==> config.mk <==
export PLATFORM = sky130hd
export DESIGN_NAME = handshake_sink_fsm
export DESIGN_NICKNAME = d
export VERILOG_FILES = /design/src/rtl/handshake_sink_fsm.sv
export SDC_FILE = /design/constraint.sdc
export NUM_CORES = 1
export LEC_CHECK = 0
export ABC_AREA = 1
export CAP_MARGIN = 20
export CORE_MARGIN = 2
export CORE_UTILIZATION = 25
export DETAILED_ROUTE_END_ITERATION = 6
export PLACE_DENSITY_LB_ADDON = 0.2
export SLEW_MARGIN = 20
export SYNTH_ARGS = -nofsm -noshare
export SYNTH_HDL_FRONTEND = slang
export SYNTH_SLANG_ARGS = --single-unit
==> constraint.sdc <==
create_clock -name clk -period 5.6 [get_ports clk]
set_input_delay 1.12 -clock clk [delete_from_list [all_inputs] [get_ports clk]]
set_output_delay 1.12 -clock clk [all_outputs]
set_load 0.05 [all_outputs]
==> src/rtl/handshake_sink_fsm.sv <==
// Sink side of a 4-phase req/ack link: synchronizes req, captures data_in into a FWFT FIFO.
// Optional macro HS_SINK_XFER_COUNT_EN builds a 16-bit wrapping capture counter on xfer_count.
module handshake_sink_fsm #(
  parameter int unsigned DATA_W      = 8,
  parameter int unsigned FIFO_DEPTH  = 4,
  parameter int unsigned SYNC_STAGES = 2
) (
  input  logic                          clk,
  input  logic                          reset,
  input  logic                          req,
  input  logic [DATA_W-1:0]             data_in,
  output logic                          ack,
  output logic                          out_valid,
  input  logic                          out_ready,
  output logic [DATA_W-1:0]             out_data,
  output logic [$clog2(FIFO_DEPTH):0]   fifo_count,
  output logic [15:0]                   xfer_count
);

  localparam int unsigned PTR_W = $clog2(FIFO_DEPTH);
  localparam int unsigned CNT_W = PTR_W + 1;

  typedef enum logic [1:0] {
    WAIT_REQ = 2'b00,
    ACK_HOLD = 2'b01
  } state_e;

  state_e                   state_q, state_d;
  logic                     ack_q, ack_d;
  logic [SYNC_STAGES-1:0]   sync_q;
  logic                     req_s;
  logic [PTR_W-1:0]         wr_ptr_q, rd_ptr_q;
  logic [CNT_W-1:0]         count_q, count_d;
  logic [DATA_W-1:0]        mem_q [FIFO_DEPTH];
  logic                     full, push, pop;

  // req synchronizer; data_in relies on the source holding it stable while req is high
  always_ff @(posedge clk or posedge reset) begin
    if (reset) sync_q <= '0;
    else       sync_q <= {sync_q[SYNC_STAGES-2:0], req};
  end

  assign req_s = sync_q[SYNC_STAGES-1];

  // FIFO status comes straight from the registered count
  assign full      = (count_q == CNT_W'(FIFO_DEPTH));
  assign out_valid = (count_q != '0);
  assign pop       = out_valid && out_ready;

  // state register
  always_ff @(posedge clk or posedge reset) begin
    if (reset) begin
      state_q <= WAIT_REQ;
      ack_q   <= 1'b0;
    end else begin
      state_q <= state_d;
      ack_q   <= ack_d;
    end
  end

  // next-state: one capture per handshake, never while full
  always_comb begin
    state_d = state_q;
    ack_d   = 1'b0;
    push    = 1'b0;
    case (state_q)
      WAIT_REQ: begin
        if (req_s && !full) begin
          push    = 1'b1;
          ack_d   = 1'b1;
          state_d = ACK_HOLD;
        end
      end
      ACK_HOLD: begin
        if (req_s) ack_d   = 1'b1;
        else       state_d = WAIT_REQ;
      end
      default: begin
        state_d = WAIT_REQ;
      end
    endcase
  end

  assign ack = ack_q;

  always_comb begin
    count_d = count_q + CNT_W'(push) - CNT_W'(pop);
  end

  // pointers and occupancy
  always_ff @(posedge clk or posedge reset) begin
    if (reset) begin
      wr_ptr_q <= '0;
      rd_ptr_q <= '0;
      count_q  <= '0;
    end else begin
      if (push) wr_ptr_q <= wr_ptr_q + PTR_W'(1);
      if (pop)  rd_ptr_q <= rd_ptr_q + PTR_W'(1);
      count_q <= count_d;
    end
  end

  // storage needs no reset: nothing is visible until count is non-zero
  always_ff @(posedge clk) begin
    if (push) mem_q[wr_ptr_q] <= data_in;
  end

  assign out_data   = out_valid ? mem_q[rd_ptr_q] : '0;
  assign fifo_count = count_q;

`ifdef HS_SINK_XFER_COUNT_EN
  logic [15:0] xfer_q;

  always_ff @(posedge clk or posedge reset) begin
    if (reset)     xfer_q <= '0;
    else if (push) xfer_q <= xfer_q + 16'(1);
  end

  assign xfer_count = xfer_q;
`else
  assign xfer_count = 16'h0000;
`endif

endmodule

==> flow_metrics.py <==
metrics = {
    "placed_design": {
        "io_buffers": 24,
        "gp_congestion": 0.729,
        "hpwl_um": 2460,
        "dpl.cell_count": 328,
    },
    "synthesis": {
        "ys_ff_latch": 43,
        "synthesis.instances": 204,
        "synth.lib_cells_used.distinct": 20,
        "netlist_area_um2": 2060,
        "seq_area_frac_synth_pct": 60.0,
        "synthAdderAreaFrac_pct": 4.61,
        "yosys_warnings": 0,
        "synth_compound_area_share_pct": 2.37,
        "synth_xor_area_share_pct": 0.850,
        "synth_top_family_by_area": "buffers and inverters",
        "muxShareOfSynthArea_pct": 0,
        "avgSynthCellArea_um2": 10.1,
        "synthSimpleGateAreaFrac_pct": 15.2,
    },
    "critical_path": {
        "crit_fanout": 19,
        "r2r_end": "fifo_count[2]$_DFF_PP0_",
        "slowest_delay_ns": 0.85,
        "r2r-start": "fifo_count[1]$_DFF_PP0_",
        "cp_data_required_time_ns": 4.48,
        "crit_buf_inv": 2,
        "cp_data_arrival_time_ns": 2.50,
        "critical-path-slowest-cell": "clkdlybuf4s50_1",
        "crit_chain": "inv_4 > nand2_1 > nand3_1 > a21oi_1 > clkdlybuf4s50_1",
        "worstSetupPathType": "flip-flop to output pin",
        "worst_r2r_path_depth": 12,
        "startpoint_type": "flip-flop",
        "path_delay_family": "buffers and inverters",
        "r2r_setup_slack_ns": 3.38,
        "worst_setup_path_end_kind": "output pin",
    },
    "power_and_ir_drop": {
        "power.share.switching_pct": 47.0,
        "clkPwrFrac_pct": 13.9,
        "vdd_drop_max_mv": 0.190,
        "p_int_mw": 0.717,
        "switching_power_mw": 0.636,
        "p_total_mw": 1.35,
        "power_frac_comb_pct": 51.1,
        "leakagePower_nw": 1.10,
        "pwr-share-seq_pct": 35.1,
        "p_per_area_nw_per_um2": 560,
    },
    "worst_hold_path": {
        "hold_class": "flip-flop to flip-flop",
        "min-delay-start": "sync_q[0]$_DFF_PP0_",
        "whs_path_depth": 0,
        "whs_endpoint": "sync_q[1]$_DFF_PP0_",
    },
    "floorplan": {
        "die_area_um2": 8990,
        "core_area_um2": 8090,
        "start_util_pct": 25.5,
        "num_rows": 33,
        "die_w_um": 94.8,
        "ios": 41,
        "die_height_um": 94.8,
    },
    "clock_network": {
        "cts.path.max_buffers": 2,
        "numCtsBuffers": 5,
        "cts_resized": 0,
        "clk_latency_ns": 0.29,
        "holdBufCountCts": 0,
        "cts_setup_buffers": 0,
        "clk_pin_slew_worst_paths_ns": 0.08,
        "htree_levels": 2,
        "cts_root_buffer": "clkbuf_8",
        "cts_sinks": 43,
        "cts_tree": "done",
    },
    "detailed_routing": {
        "drc_errors": 0,
        "avgRoutedWirePerCell_um": 10.8,
        "final_antenna_net_count": 0,
        "drtIter0Drc": 55,
        "drt-total-wl_um": 3640,
        "via_per_inst": 3.79,
        "via_count": 1275,
        "dr.pass1.iters": 4,
    },
    "sta": {
        "hold_violations": 0,
        "fin_setup_tns_ns": 0,
        "finalCritPeriodShare_pct": 64.6,
        "rsz0062_at_grt": "false",
        "max_freq_ghz": 0.276,
        "skew_ns": 0.00678,
        "fin_crit_ns": 3.62,
        "slew_headroom_pct": 38.7,
        "setup_viol": 0,
        "maxSlewViolCount": 0,
        "worst-slew-pin-transition_ns": 0.916,
    },
    "final_layout": {
        "n_fill_cell": 862,
        "layout_common_cells": "inv_1, nand2_1, edfxtp_1",
        "final_nets": 249,
        "antenna_cells": 0,
        "final_common_cell": "inv_1",
        "final_cells": 336,
        "synthToLayoutAreaGrowth_pct": 17.2,
        "drive_gt1_share_pct": 5.19,
    },
    "run": {
        "maxCapViolCount": 0,
    },
    "global_routing": {
        "antenna_found_initial": 0,
        "first_global_vias": 1286,
        "gr-total-overflow": 0,
        "grt_pass1_wl_um": 6010,
        "grt_max_degree": 20,
        "grt_use_total_pct": 8.81,
    },
    "outcome": {
        "status": "complete, no violations",
    },
}
-- cell families (layout without fill, tap and decap cells) --
logic type      count (synthesis)  in the layout
simple gates                   72             72
buf+inv                        70             82
flops                          43             43
compound gates                  9              9
fa+ha+maj                       7              7
xor+xnor                        2              2
other cells                     1             16
-- layout make-up --
| type | instances | area [um2] | area share (%) |
|---|---|---|---|
| Sequential cell | 43 | 1240 | 51.1 |
| Multi-Input combinational cell | 106 | 534 | 22.1 |
| Timing Repair Buffer | 24 | 240 | 9.94 |
| Inverter | 50 | 190 | 7.87 |
| Tap cell | 105 | 131 | 5.43 |
| Clock buffer | 6 | 72.6 | 3.00 |
| Clock inverter | 2 | 12.5 | 0.518 |
-- routing by layer --
| metal | track usage [%] | vias to the layer above | part of all wire [%] |
|---|---|---|---|
| met3 | 1.44 | 6 | 5.0 |
| met1 | 11.0 | 583 | 46 |
| li1 | - | 646 | - |
| met4 | 5.07 | 0 | 1.5 |
| met2 | 14.4 | 40 | 48 |
| met5 | 0 | - | 0 |
-- per-stage QoR --
step / instance area (um2) / util (%) / hold WS, ns / setup WS [ns]
after floorplan: 2120 / - / 0.331 / 2.12
after global placement: 2330 / 28.8 / 0.336 / 2.30
after detailed placement: 2330 / 28.8 / 0.336 / 2.29
after CTS: 2420 / 29.9 / 0.355 / 1.95
after global routing: 2420 / 29.9 / 0.377 / 1.86
final: 2420 / 29.9 / 0.351 / 1.98
-- registers in the layout, indices dropped and copies added (netlist names) --
name and count:
fifo_count 3, state_q 1, sync_q 2, mem_q 32
rd_ptr_q 2, wr_ptr_q 2, ack 1
-- how the worst max path moves through the flow --
stage | from | end | depth (start not counted)
final | rd_ptr_q[0]$_DFFE_PP0P_ | out_data[6] | 5
after global routing | rd_ptr_q[0]$_DFFE_PP0P_ | out_data[5] | 5
after CTS | rd_ptr_q[0]$_DFFE_PP0P_ | out_data[6] | 5
after detailed placement | rd_ptr_q[0]$_DFFE_PP0P_ | out_data[6] | 5
after global placement | rd_ptr_q[0]$_DFFE_PP0P_ | out_data[6] | 5
after floorplan | fifo_count[1]$_DFF_PP0_ | out_data[0] | 4
-- cells in the mapped netlist, drive strengths merged --
library cell | n | area (um2)
conb | 1 | 3.75
a21oi | 8 | 43.8
ha | 6 | 75.1
inv | 50 | 190
o21ai | 1 | 5.00
buf | 19 | 150
fa | 1 | 20.0
dfrtp | 11 | 275
nand4 | 2 | 12.5
edfxtp | 32 | 961
nor2 | 4 | 15.0
clkbuf | 1 | 7.51
nand3 | 20 | 110
xnor2 | 2 | 17.5
nand2 | 46 | 175
-- power by group through the flow --
| stage | combinational [mW] | clock, mW | sequential [mW] |
|---|---|---|---|
| after CTS | 0.700 | 0.197 | 0.477 |
| after floorplan | 0.504 | 0 | 0.495 |
| final | 0.691 | 0.188 | 0.475 |
| after global routing | 0.754 | 0.208 | 0.488 |
| after detailed placement | 0.700 | 0 | 0.483 |
| after global placement | 0.696 | 0 | 0.483 |
Note: power is estimated with default switching activity, not from simulation.
